===== config.mk =====
export PLATFORM = sky130hd
export DESIGN_NAME = issue_queue_flat
export DESIGN_NICKNAME = d
export VERILOG_FILES = /design/src/rtl/issue_queue_if.sv /design/src/rtl/issue_queue.sv /design/src/flat_wrapper.sv
export SDC_FILE = /design/constraint.sdc
export NUM_CORES = 2
export LEC_CHECK = 0
export CORE_MARGIN = 3
export CORE_UTILIZATION = 55
export DETAILED_ROUTE_END_ITERATION = 12
export GPL_TIMING_DRIVEN = 0
export PLACE_DENSITY = 0.79
export REMOVE_ABC_BUFFERS = 1
export SYNTH_ARGS = -nofsm -noshare
export SYNTH_HDL_FRONTEND = slang
export SYNTH_SLANG_ARGS = --single-unit

===== constraint.sdc =====
create_clock -name clk_i -period 38.5 [get_ports clk_i]
set_input_delay 7.7 -clock clk_i [delete_from_list [all_inputs] [get_ports clk_i]]
set_output_delay 7.7 -clock clk_i [all_outputs]
set_load 0.1 [all_outputs]

===== src/rtl/issue_queue_if.sv =====
// Dispatch, wakeup, issue and occupancy signals of the issue queue.
// slave is the queue's view; master is the surrounding pipeline's.
interface issue_queue_if #(
  parameter int RS_ENTRIES = 8,
  parameter int TAG_W      = 6,
  parameter int DATA_W     = 32
) ();
  localparam int CNT_W = $clog2(RS_ENTRIES) + 1;

  logic              disp_valid;
  logic              disp_ready;
  logic [TAG_W-1:0]  disp_rd_tag;
  logic [TAG_W-1:0]  disp_rs1_tag;
  logic [TAG_W-1:0]  disp_rs2_tag;
  logic              disp_rs1_ready;
  logic              disp_rs2_ready;
  logic [DATA_W-1:0] disp_rs1_value;
  logic [DATA_W-1:0] disp_rs2_value;
  logic [DATA_W-1:0] disp_imm;
  logic              disp_alusrc;
  logic [3:0]        disp_alucontrol;
  logic              disp_regwrite;

  logic              wakeup_active;
  logic [TAG_W-1:0]  wakeup_tag;
  logic [DATA_W-1:0] wakeup_value;

  logic              issue_valid;
  logic              issue_ready;
  logic [TAG_W-1:0]  issue_rd_tag;
  logic [DATA_W-1:0] issue_op1;
  logic [DATA_W-1:0] issue_op2;
  logic [3:0]        issue_alucontrol;
  logic              issue_regwrite;

  logic [CNT_W-1:0]  rs_count;

  modport slave (
    input  disp_valid, disp_rd_tag, disp_rs1_tag, disp_rs2_tag, disp_rs1_ready,
           disp_rs2_ready, disp_rs1_value, disp_rs2_value, disp_imm, disp_alusrc,
           disp_alucontrol, disp_regwrite, wakeup_active, wakeup_tag, wakeup_value,
           issue_ready,
    output disp_ready, issue_valid, issue_rd_tag, issue_op1, issue_op2,
           issue_alucontrol, issue_regwrite, rs_count
  );

  modport master (
    output disp_valid, disp_rd_tag, disp_rs1_tag, disp_rs2_tag, disp_rs1_ready,
           disp_rs2_ready, disp_rs1_value, disp_rs2_value, disp_imm, disp_alusrc,
           disp_alucontrol, disp_regwrite, wakeup_active, wakeup_tag, wakeup_value,
           issue_ready,
    input  disp_ready, issue_valid, issue_rd_tag, issue_op1, issue_op2,
           issue_alucontrol, issue_regwrite, rs_count
  );
endinterface


===== src/rtl/issue_queue.sv =====
// Single-issue reservation station: per-entry operand capture from the wakeup
// bus, lowest-index ready select into a registered valid/ready issue slot.
module iq_entry #(
  parameter int TAG_W  = 6,
  parameter int DATA_W = 32
) (
  input  logic              clk_i,
  input  logic              rst_i,
  input  logic              wr_en_i,
  input  logic              clr_i,
  input  logic [TAG_W-1:0]  wr_rd_tag_i,
  input  logic [TAG_W-1:0]  wr_s1_tag_i,
  input  logic [TAG_W-1:0]  wr_s2_tag_i,
  input  logic              wr_s1_rdy_i,
  input  logic              wr_s2_rdy_i,
  input  logic [DATA_W-1:0] wr_s1_val_i,
  input  logic [DATA_W-1:0] wr_s2_val_i,
  input  logic [3:0]        wr_alu_i,
  input  logic              wr_rw_i,
  input  logic              wk_act_i,
  input  logic [TAG_W-1:0]  wk_tag_i,
  input  logic [DATA_W-1:0] wk_val_i,
  output logic              vld_o,
  output logic              rdy_o,
  output logic [TAG_W-1:0]  rd_tag_o,
  output logic [DATA_W-1:0] op1_o,
  output logic [DATA_W-1:0] op2_o,
  output logic [3:0]        alu_o,
  output logic              rw_o
);
  // The immediate is folded into s2_val at dispatch, so no imm/alusrc storage.
  typedef struct packed {
    logic              vld;
    logic [TAG_W-1:0]  rd_tag;
    logic [TAG_W-1:0]  s1_tag;
    logic [TAG_W-1:0]  s2_tag;
    logic              s1_rdy;
    logic              s2_rdy;
    logic [DATA_W-1:0] s1_val;
    logic [DATA_W-1:0] s2_val;
    logic [3:0]        alu;
    logic              rw;
  } ent_t;

  ent_t ent_q, ent_d;

  always_comb begin
    ent_d = ent_q;
    if (wr_en_i) begin
      ent_d.vld    = 1'b1;
      ent_d.rd_tag = wr_rd_tag_i;
      ent_d.s1_tag = wr_s1_tag_i;
      ent_d.s2_tag = wr_s2_tag_i;
      ent_d.s1_rdy = wr_s1_rdy_i;
      ent_d.s2_rdy = wr_s2_rdy_i;
      ent_d.s1_val = wr_s1_val_i;
      ent_d.s2_val = wr_s2_val_i;
      ent_d.alu    = wr_alu_i;
      ent_d.rw     = wr_rw_i;
    end else begin
      if (clr_i) ent_d.vld = 1'b0;
      if (ent_q.vld && !ent_q.s1_rdy && wk_act_i && ent_q.s1_tag == wk_tag_i) begin
        ent_d.s1_rdy = 1'b1;
        ent_d.s1_val = wk_val_i;
      end
      if (ent_q.vld && !ent_q.s2_rdy && wk_act_i && ent_q.s2_tag == wk_tag_i) begin
        ent_d.s2_rdy = 1'b1;
        ent_d.s2_val = wk_val_i;
      end
    end
  end

  always_ff @(posedge clk_i or posedge rst_i) begin
    if (rst_i) ent_q <= '0;
    else       ent_q <= ent_d;
  end

  assign vld_o    = ent_q.vld;
  assign rdy_o    = ent_q.s1_rdy & ent_q.s2_rdy;
  assign rd_tag_o = ent_q.rd_tag;
  assign op1_o    = ent_q.s1_val;
  assign op2_o    = ent_q.s2_val;
  assign alu_o    = ent_q.alu;
  assign rw_o     = ent_q.rw;
endmodule

module issue_queue #(
  parameter int RS_ENTRIES = 8,
  parameter int TAG_W      = 6,
  parameter int DATA_W     = 32
) (
  input  logic         clk_i,
  input  logic         rst_i,
  issue_queue_if.slave bus
);
  localparam int CNT_W = $clog2(RS_ENTRIES) + 1;
  localparam int IDX_W = $clog2(RS_ENTRIES);

  logic [RS_ENTRIES-1:0]             ent_vld, ent_rdy, ent_rw, wr_en, clr;
  logic [RS_ENTRIES-1:0][TAG_W-1:0]  ent_rd_tag;
  logic [RS_ENTRIES-1:0][DATA_W-1:0] ent_op1, ent_op2;
  logic [RS_ENTRIES-1:0][3:0]        ent_alu;

  logic [CNT_W-1:0]  cnt_q, cnt_d;
  logic              disp_fire, free_found, cand_vld, slot_load;
  logic [IDX_W-1:0]  sel_idx;
  logic              s1_rdy, s2_rdy;
  logic [DATA_W-1:0] s1_val, s2_val;

  logic              slot_vld_q, slot_vld_d, slot_rw_q, slot_rw_d;
  logic [TAG_W-1:0]  slot_tag_q, slot_tag_d;
  logic [DATA_W-1:0] slot_op1_q, slot_op1_d, slot_op2_q, slot_op2_d;
  logic [3:0]        slot_alu_q, slot_alu_d;

  assign bus.disp_ready = (cnt_q != CNT_W'(RS_ENTRIES));
  assign disp_fire      = bus.disp_valid & bus.disp_ready;

  // Same-cycle wakeup is bypassed into the write so the broadcast is not missed.
  always_comb begin
    s1_rdy = bus.disp_rs1_ready;
    s1_val = bus.disp_rs1_value;
    if (!bus.disp_rs1_ready && bus.wakeup_active && bus.disp_rs1_tag == bus.wakeup_tag) begin
      s1_rdy = 1'b1;
      s1_val = bus.wakeup_value;
    end
    s2_rdy = bus.disp_rs2_ready;
    s2_val = bus.disp_rs2_value;
    if (bus.disp_alusrc) begin
      s2_rdy = 1'b1;
      s2_val = bus.disp_imm;
    end else if (!bus.disp_rs2_ready && bus.wakeup_active && bus.disp_rs2_tag == bus.wakeup_tag) begin
      s2_rdy = 1'b1;
      s2_val = bus.wakeup_value;
    end
  end

  always_comb begin
    wr_en      = '0;
    free_found = 1'b0;
    for (int i = 0; i < RS_ENTRIES; i++) begin
      if (!ent_vld[i] && !free_found) begin
        free_found = 1'b1;
        wr_en[i]   = disp_fire;
      end
    end
  end

  always_comb begin
    cand_vld = 1'b0;
    sel_idx  = '0;
    for (int i = 0; i < RS_ENTRIES; i++) begin
      if (ent_vld[i] && ent_rdy[i] && !cand_vld) begin
        cand_vld = 1'b1;
        sel_idx  = IDX_W'(i);
      end
    end
  end

  assign slot_load = (!slot_vld_q || bus.issue_ready) && cand_vld;

  always_comb begin
    clr = '0;
    clr[sel_idx] = slot_load;
  end

  for (genvar g = 0; g < RS_ENTRIES; g++) begin : g_ent
    iq_entry #(.TAG_W(TAG_W), .DATA_W(DATA_W)) u_ent (
      .clk_i       (clk_i),
      .rst_i       (rst_i),
      .wr_en_i     (wr_en[g]),
      .clr_i       (clr[g]),
      .wr_rd_tag_i (bus.disp_rd_tag),
      .wr_s1_tag_i (bus.disp_rs1_tag),
      .wr_s2_tag_i (bus.disp_rs2_tag),
      .wr_s1_rdy_i (s1_rdy),
      .wr_s2_rdy_i (s2_rdy),
      .wr_s1_val_i (s1_val),
      .wr_s2_val_i (s2_val),
      .wr_alu_i    (bus.disp_alucontrol),
      .wr_rw_i     (bus.disp_regwrite),
      .wk_act_i    (bus.wakeup_active),
      .wk_tag_i    (bus.wakeup_tag),
      .wk_val_i    (bus.wakeup_value),
      .vld_o       (ent_vld[g]),
      .rdy_o       (ent_rdy[g]),
      .rd_tag_o    (ent_rd_tag[g]),
      .op1_o       (ent_op1[g]),
      .op2_o       (ent_op2[g]),
      .alu_o       (ent_alu[g]),
      .rw_o        (ent_rw[g])
    );
  end

  always_comb begin
    slot_vld_d = slot_vld_q;
    slot_tag_d = slot_tag_q;
    slot_op1_d = slot_op1_q;
    slot_op2_d = slot_op2_q;
    slot_alu_d = slot_alu_q;
    slot_rw_d  = slot_rw_q;
    if (slot_load) begin
      slot_vld_d = 1'b1;
      slot_tag_d = ent_rd_tag[sel_idx];
      slot_op1_d = ent_op1[sel_idx];
      slot_op2_d = ent_op2[sel_idx];
      slot_alu_d = ent_alu[sel_idx];
      slot_rw_d  = ent_rw[sel_idx];
    end else if (bus.issue_ready) begin
      slot_vld_d = 1'b0;
    end
  end

  assign cnt_d = cnt_q + CNT_W'(disp_fire) - CNT_W'(slot_load);

  always_ff @(posedge clk_i or posedge rst_i) begin
    if (rst_i) begin
      cnt_q      <= '0;
      slot_vld_q <= 1'b0;
      slot_tag_q <= '0;
      slot_op1_q <= '0;
      slot_op2_q <= '0;
      slot_alu_q <= '0;
      slot_rw_q  <= 1'b0;
    end else begin
      cnt_q      <= cnt_d;
      slot_vld_q <= slot_vld_d;
      slot_tag_q <= slot_tag_d;
      slot_op1_q <= slot_op1_d;
      slot_op2_q <= slot_op2_d;
      slot_alu_q <= slot_alu_d;
      slot_rw_q  <= slot_rw_d;
    end
  end

  assign bus.issue_valid      = slot_vld_q;
  assign bus.issue_rd_tag     = slot_tag_q;
  assign bus.issue_op1        = slot_op1_q;
  assign bus.issue_op2        = slot_op2_q;
  assign bus.issue_alucontrol = slot_alu_q;
  assign bus.issue_regwrite   = slot_rw_q;
  assign bus.rs_count         = cnt_q;
endmodule


===== src/flat_wrapper.sv =====
// flat-port wrapper written by rule: the top's interface ports become plain ports
module issue_queue_flat 
#(
  parameter int RS_ENTRIES = 8,
  parameter int TAG_W      = 6,
  parameter int DATA_W     = 32
)
  (clk_i, rst_i, bus_disp_valid, bus_disp_rd_tag, bus_disp_rs1_tag, bus_disp_rs2_tag, bus_disp_rs1_ready, bus_disp_rs2_ready, bus_disp_rs1_value, bus_disp_rs2_value, bus_disp_imm, bus_disp_alusrc, bus_disp_alucontrol, bus_disp_regwrite, bus_wakeup_active, bus_wakeup_tag, bus_wakeup_value, bus_issue_ready, bus_disp_ready, bus_issue_valid, bus_issue_rd_tag, bus_issue_op1, bus_issue_op2, bus_issue_alucontrol, bus_issue_regwrite, bus_rs_count);
  issue_queue_if #(.RS_ENTRIES(RS_ENTRIES), .TAG_W(TAG_W), .DATA_W(DATA_W)) bus_i ();
  input  logic clk_i;
  input  logic rst_i;
  input wire logic [$bits(bus_i.disp_valid)-1:0] bus_disp_valid;
  input wire logic [$bits(bus_i.disp_rd_tag)-1:0] bus_disp_rd_tag;
  input wire logic [$bits(bus_i.disp_rs1_tag)-1:0] bus_disp_rs1_tag;
  input wire logic [$bits(bus_i.disp_rs2_tag)-1:0] bus_disp_rs2_tag;
  input wire logic [$bits(bus_i.disp_rs1_ready)-1:0] bus_disp_rs1_ready;
  input wire logic [$bits(bus_i.disp_rs2_ready)-1:0] bus_disp_rs2_ready;
  input wire logic [$bits(bus_i.disp_rs1_value)-1:0] bus_disp_rs1_value;
  input wire logic [$bits(bus_i.disp_rs2_value)-1:0] bus_disp_rs2_value;
  input wire logic [$bits(bus_i.disp_imm)-1:0] bus_disp_imm;
  input wire logic [$bits(bus_i.disp_alusrc)-1:0] bus_disp_alusrc;
  input wire logic [$bits(bus_i.disp_alucontrol)-1:0] bus_disp_alucontrol;
  input wire logic [$bits(bus_i.disp_regwrite)-1:0] bus_disp_regwrite;
  input wire logic [$bits(bus_i.wakeup_active)-1:0] bus_wakeup_active;
  input wire logic [$bits(bus_i.wakeup_tag)-1:0] bus_wakeup_tag;
  input wire logic [$bits(bus_i.wakeup_value)-1:0] bus_wakeup_value;
  input wire logic [$bits(bus_i.issue_ready)-1:0] bus_issue_ready;
  output wire logic [$bits(bus_i.disp_ready)-1:0] bus_disp_ready;
  output wire logic [$bits(bus_i.issue_valid)-1:0] bus_issue_valid;
  output wire logic [$bits(bus_i.issue_rd_tag)-1:0] bus_issue_rd_tag;
  output wire logic [$bits(bus_i.issue_op1)-1:0] bus_issue_op1;
  output wire logic [$bits(bus_i.issue_op2)-1:0] bus_issue_op2;
  output wire logic [$bits(bus_i.issue_alucontrol)-1:0] bus_issue_alucontrol;
  output wire logic [$bits(bus_i.issue_regwrite)-1:0] bus_issue_regwrite;
  output wire logic [$bits(bus_i.rs_count)-1:0] bus_rs_count;
  assign bus_i.disp_valid = bus_disp_valid;
  assign bus_i.disp_rd_tag = bus_disp_rd_tag;
  assign bus_i.disp_rs1_tag = bus_disp_rs1_tag;
  assign bus_i.disp_rs2_tag = bus_disp_rs2_tag;
  assign bus_i.disp_rs1_ready = bus_disp_rs1_ready;
  assign bus_i.disp_rs2_ready = bus_disp_rs2_ready;
  assign bus_i.disp_rs1_value = bus_disp_rs1_value;
  assign bus_i.disp_rs2_value = bus_disp_rs2_value;
  assign bus_i.disp_imm = bus_disp_imm;
  assign bus_i.disp_alusrc = bus_disp_alusrc;
  assign bus_i.disp_alucontrol = bus_disp_alucontrol;
  assign bus_i.disp_regwrite = bus_disp_regwrite;
  assign bus_i.wakeup_active = bus_wakeup_active;
  assign bus_i.wakeup_tag = bus_wakeup_tag;
  assign bus_i.wakeup_value = bus_wakeup_value;
  assign bus_i.issue_ready = bus_issue_ready;
  assign bus_disp_ready = bus_i.disp_ready;
  assign bus_issue_valid = bus_i.issue_valid;
  assign bus_issue_rd_tag = bus_i.issue_rd_tag;
  assign bus_issue_op1 = bus_i.issue_op1;
  assign bus_issue_op2 = bus_i.issue_op2;
  assign bus_issue_alucontrol = bus_i.issue_alucontrol;
  assign bus_issue_regwrite = bus_i.issue_regwrite;
  assign bus_rs_count = bus_i.rs_count;
  issue_queue #(.RS_ENTRIES(RS_ENTRIES), .TAG_W(TAG_W), .DATA_W(DATA_W)) u_core (.clk_i(clk_i), .rst_i(rst_i), .bus(bus_i));
endmodule

# Word level (Yosys, flattened, before mapping)
# Cells that the tools add are included.
# Widths: inputs -> output; s select.
[classes] n_addsub=2 order_cmp=2 eq_ne=19 muxes=106 n_bitwise=10 reduce_logical=141
[ops] cell="$mux 32" n=21
[ops] cell="$mux 66" n=8
[ops] cell="$bmux 32 s3" n=2
[ops] cell="$eq 6x6->1" n=18
[ops] cell="$logic_and 1x1->1" n=76
[ops] cell="$mux 1" n=63
[ops] cell="$reduce_bool 2->1" n=25
[ops] cell="$logic_not 1->1" n=39
[ops] cell="$bmux 6 s3" n=1
[ops] cell="$bmux 4 s3" n=1
[ops] cell="$mux 3" n=4
[ops] cell="$and 1x1->1" n=9
[ops] cell="$and 8x8->8" n=1
[ops] cell="$mux 6" n=1
[ops] cell="$add 4x1->4" n=1
[ops] cell="$lt 3x4->1 const B" n=1
[ops] cell="$mux 2" n=2
[ops] cell="$mux 4" n=1
[ops] cell="$ne 4x4->1 const B" n=1
[ops] cell="$sub 4x1->4" n=1
[ops] cell="$bmux 1 s3" n=1
[ops] cell="$demux 1 s3" n=1
[ops] cell="$ge 3x1->1 const B" n=1
[ops] cell="$logic_or 1x1->1" n=1
[word_totals] reg_bits=800 input_bits=165 out_inout_bits=81 word_cells=367

# Depth between registers and ports, before layout
[depth] depth_word=31 depth_mapped=12 depth_no_buf=9

# Cells and area by module
# A second synthesis with hierarchy kept.
[hier_totals] cells_unflattened=4869 area_unflattened_um2=50837.5
[modules_own_cells] module="iq_entry" instances=8 cells_per_inst=467 area_each_um2=5272.6 seq_area_each_um2=2252.2
[modules_own_cells] module="issue_queue" instances=1 cells_per_inst=1133 area_each_um2=8657.1 seq_area_each_um2=2001.9

# Worst setup path before layout
# OpenSTA, ideal clock, no wires.
[synth_timing] path_type="flip-flop to output port" from="register u_core.cnt_q[3], in the netlist u_core.bus.rs_count[3]" to="output port bus_disp_ready" t_arrival_ns=1.905 t_required_ns=30.800 slack_ns=28.895 path_stages_with_launch=3 n_path_buf=0 path_cell_list="dfrtp_1 ha_1 or3b_2"
[synth_via] elab_chain_cells=1
[synth_lines] element="from (decl)" line="issue_queue.sv:104" source="logic [CNT_W-1:0] cnt_q, cnt_d;"
[synth_lines] element="from (signal assigned)" line="issue_queue.sv:225" source="cnt_q <= cnt_d;"
[synth_lines] element="$ne 4x4->1" line="issue_queue.sv:115" source="assign bus.disp_ready = (cnt_q != CNT_W'(RS_ENTRIES));"
[synth_lines] element="to (decl)" line="flat_wrapper.sv:28" source="output wire logic [$bits(bus_i.disp_ready)-1:0] bus_disp_ready;"
# Every way passes these cells.

# Worst setup path in the final report
[layout_timing] from="input port bus_wakeup_tag[2]" to="register u_core.g_ent[4].u_ent.ent_q, in the netlist u_core.g_ent[4].u_ent.op2_o[27]"
[layout_via] elab_chain_cells=5 word_cells_on_any_way=8 classes_between="2 x eq/ne; 3 x mux; 3 x reduce/logical"
[layout_lines] element="from (decl)" line="flat_wrapper.sv:25" source="input wire logic [$bits(bus_i.wakeup_tag)-1:0] bus_wakeup_tag;"
[layout_lines] element="$eq 6x6->1" line="issue_queue.sv:131" source="end else if (!bus.disp_rs2_ready && bus.wakeup_active && bus.disp_rs2_tag == bus.wakeup_tag) begin"
[layout_lines] element="$logic_and 1x1->1" line="issue_queue.sv:131"
[layout_lines] element="$mux 32" line="issue_queue.sv:131"
[layout_lines] element="$mux 32" line="issue_queue.sv:128" source="if (bus.disp_alusrc) begin"
[layout_lines] element="$mux 66" line="issue_queue.sv:49" source="if (wr_en_i) begin"
[layout_lines] element="to (signal assigned)" line="issue_queue.sv:75" source="else ent_q <= ent_d;"
[layout_lines] element="to (decl)" line="issue_queue.sv:45" source="ent_t ent_q, ent_d;"
# Several ways; a longest one is shown, not always the timed one.
# A chain may end at the register's enable or synchronous reset.

==> impl_metrics.env <==
export IMPL_synth_area_um2=39500
export IMPL_synth_edf_count=0
export IMPL_final_util_pct=66.2
export IMPL_dp_cells=5257
export IMPL_via_per_inst=6.86
export IMPL_hold_path_class="reg -> reg"
export IMPL_power_mw=4.26
export IMPL_finalNetCount=4575
export IMPL_drv_cap=0
export IMPL_r2r_slack_ns=34.37
export IMPL_fmax_mhz=84.8
export IMPL_fin_cells=5423
export IMPL_root_buffer="clkbuf_16"
export IMPL_critPathMaxFanout=33
export IMPL_ys_ff_latch=800
export IMPL_place_congestion=0.863
export IMPL_period_minus_slack_ns=11.79
export IMPL_grt_max_degree=133
export IMPL_fin_crit_sh_pct=30.6
export IMPL_p_leak_nw=20.9
export IMPL_worstPathCellList="clkdlybuf4s50_1 > xor2_1 > nor3_1 > nand4_1 > buf_16 > buf_16 > inv_2 > nand2_1 > a31oi_1"
export IMPL_clk_path_buf_depth=3
export IMPL_crit_cells=9
export IMPL_crit_required_ns=39.07
export IMPL_place_ws_ns=26.37
export IMPL_worstMarginPinSlew_ns=1.43
export IMPL_grt_pass1_wl_um=219000
export IMPL_yosysSeqAreaShare_pct=50.7
export IMPL_initial_core_util_pct=56.0
export IMPL_postCtsResizedCells=0
export IMPL_crit_buf_inv=4
export IMPL_synth_simple_area_share_pct=17.2
export IMPL_setup_viol=0
export IMPL_holdWs_ns=0.469
export IMPL_die_y_um=274
export IMPL_areaGrowthSynthToFinish_pct=18.3
export IMPL_outcome="finished clean"
export IMPL_setup_tns_final_ns=0
export IMPL_numPortBuffers=245
export IMPL_synth_top_family_by_area="compound AO/OA/AOI/OAI gates"
export IMPL_ir_drop_mv=0.0767
export IMPL_firstDrtPassIters=7
export IMPL_post_route_drc_count=0
export IMPL_crit_type="in -> reg"
export IMPL_crit_family="buffers and inverters"
export IMPL_critPathMaxStageDelay_ns=1.36
export IMPL_synth_compound_gate_area_share_pct=19.0
export IMPL_cts_max_level=3
export IMPL_crit_start="bus_wakeup_tag[2]"
export IMPL_critPathSlowestCell="clkdlybuf4s50_1"
export IMPL_synthAdderAreaFrac_pct=0.209
export IMPL_r2r_end="u_core.g_ent[6].u_ent.op1_o[17]"
export IMPL_row_count=97
export IMPL_placed_area_um2=43700
export IMPL_hpwl_um=87700
export IMPL_synth_cell_types=64
export IMPL_fin_ws_ns=26.71
export IMPL_yosys_area_share_xor_xnor_pct=2.44
export IMPL_yosysWarnings=0
export IMPL_routedWlPerCell_um=26.9
export IMPL_avgSynthCellArea_um2=8.93
export IMPL_endpoint="u_core.g_ent[4].u_ent.op2_o[27]"
export IMPL_power_density_nw_per_um2=91.3
export IMPL_wirelength_um=146000
export IMPL_grt_pass1_vias=36600
export IMPL_ys_flop_type="dfrtp_1"
export IMPL_insertion_delay_ns=0.66
export IMPL_arrival_ns=12.35
export IMPL_r2r_cells=8
export IMPL_antenna_found_initial=12
export IMPL_slew_violations=0
export IMPL_core_area_um2=70500
export IMPL_fin_area_um2=46700
export IMPL_hp_start="u_core.g_ent[7].u_ent.rd_tag_o[5]"
export IMPL_die_w_um=274
export IMPL_drive_above_1_share_pct=8.74
export IMPL_path_clk_slew_ns=0.06
export IMPL_grt_total_usage_pct=38.2
export IMPL_synthMuxAreaShare_pct=5.40
export IMPL_top_level_ports=246
export IMPL_relSlewSlack_pct=4.38
export IMPL_dieArea_um2=75000
export IMPL_drtIter0Drc=5968
export IMPL_rsz0062_at_grt="false"
export IMPL_syn_inst=4422
export IMPL_async_reset_ff_share_pct=100
export IMPL_ctsHoldBuffers=0
export IMPL_r2r_start="u_core.bus.rs_count[2]"
export IMPL_critPathLaunchType="input pin"
export IMPL_fill_cells=5176
export IMPL_cts_tree="done"
export IMPL_globalRouteOverflowTotal=0
export IMPL_multi_input_area_um2=17700
export IMPL_skew_ns=0.0350
export IMPL_cts_setup_buffers=0
export IMPL_ant_nets=0
export IMPL_crit_path_end_kind="flip-flop"
export IMPL_regArea_um2=20000
export IMPL_cts_buffers=84
export IMPL_hold_violations=0
export IMPL_vias=37200
export IMPL_cpMostUsedCell="buf_16"
export IMPL_cts_sink_count=800
## registers in the layout (all words and copies together), names as in the netlist
name,cells
u_core.bus.issue_alucontrol,4
u_core.bus.issue_op1,32
u_core.bus.issue_op2,32
u_core.bus.issue_rd_tag,6
u_core.bus.issue_regwrite,1
u_core.bus.issue_valid,1
u_core.bus.rs_count,4
u_core.g_ent.u_ent.alu_o,32
u_core.g_ent.u_ent.ent_q,112
u_core.g_ent.u_ent.op1_o,256
u_core.g_ent.u_ent.op2_o,256
u_core.g_ent.u_ent.rd_tag_o,48
u_core.g_ent.u_ent.rw_o,8
u_core.g_ent.u_ent.vld_o,8
## metal layers
| metal | GRT usage, % | share of wire, % |
|---|---|---|
| met1 | 48.9 | 36 |
| met2 | 56.3 | 43 |
| met3 | 13.0 | 14 |
| met4 | 22.9 | 6.8 |
| met5 | 0 | 0.032 |
## worst register-to-register path, cell delays in order (launching register included)
cell,delay [ns]
dfrtp_1,0.37
inv_1,0.08
ha_1,0.13
or3b_2,0.52
nand4_4,0.28
or4_1,1.11
nand2_2,0.98
o22ai_1,0.49
nor2_1,0.08
## synth_stat cells (47+ instances only)
library cell,instances,share of area [%]
mux2_2,47,1.3
a31oi_1,131,2.1
dfrtp_1,800,51
nand3_1,85,1.1
nand2_1,844,8.0
clkbuf_1,298,2.8
buf_2,106,1.3
nor2_1,670,6.4
xor2_1,65,1.4
a221o_1,54,1.4
a21oi_1,101,1.3
mux2i_1,160,4.1
o22ai_1,271,4.3
buf_1,48,0.46
a22oi_1,120,2.3
o21ai_0,222,2.8
o211ai_1,54,1.0
## area by class of cell
cell class,instances,area share [%]
Tap cell,940,2.52
Multi-Input combinational cell,3144,38.0
Clock buffer,119,5.22
Inverter,15,0.137
Timing Repair Buffer,359,10.2
Antenna cell,9,0.0483
Clock inverter,37,1.01
Sequential cell,800,42.9
## kinds of logic (layout without fill, tap and decap cells)
group	after synthesis	in the layout
buf+inv	478	530
simple gates	1697	1697
xor+xnor	110	110
other cells	0	9
flops	800	800
compound gates	1124	1124
mux	207	207
fa+ha+maj	6	6
## worst min-delay path by stage
| stage | to | slack (ns) | cells after the start |
|---|---|---|---|
| finish | u_core.g_ent[7].u_ent.rd_tag_o[5] | 0.47 | 2 |
| global route | u_core.g_ent[0].u_ent.rd_tag_o[2] | 0.49 | 2 |
| floorplan | u_core.g_ent[7].u_ent.rd_tag_o[0] | 0.44 | 2 |
| detailed placement | u_core.g_ent[7].u_ent.rd_tag_o[0] | 0.46 | 2 |
| global placement | u_core.g_ent[7].u_ent.alu_o[2] | 0.45 | 2 |
| CTS | u_core.g_ent[7].u_ent.rd_tag_o[5] | 0.48 | 2 |
## where the power goes
group          internal, mW  switching [mW]  total [mW]
clock                 0.504           0.358       0.862
sequential             1.22           0.247        1.47
combinational         0.686            1.25        1.93
## layout by cell type, fill, tap and decap left out, types with 10 or more instances in the layout
cell / instances
a221o_1: 54
o2bb2ai_1: 36
a211oi_1: 43
buf_12: 25
nand4_1: 12
a21oi_1: 96
o22ai_1: 271
buf_16: 39
mux2_2: 47
o221a_2: 30
o21ai_0: 222
xnor2_1: 45
nor2_1: 668
dfrtp_1: 800
nand3_1: 84
nand2_1: 832
xor2_1: 65
nand2_2: 11
a22o_1: 21
a221oi_1: 15
buf_8: 41
mux2i_1: 160
clkdlybuf4s50_1: 245
clkbuf_8: 14
a22oi_1: 120
inv_1: 10
clkbuf_16: 87
nor3_1: 24
a31oi_1: 131
clkbuf_1: 18
o211ai_1: 54
clkinv_2: 18
Note: power is estimated with default switching activity, not from simulation.
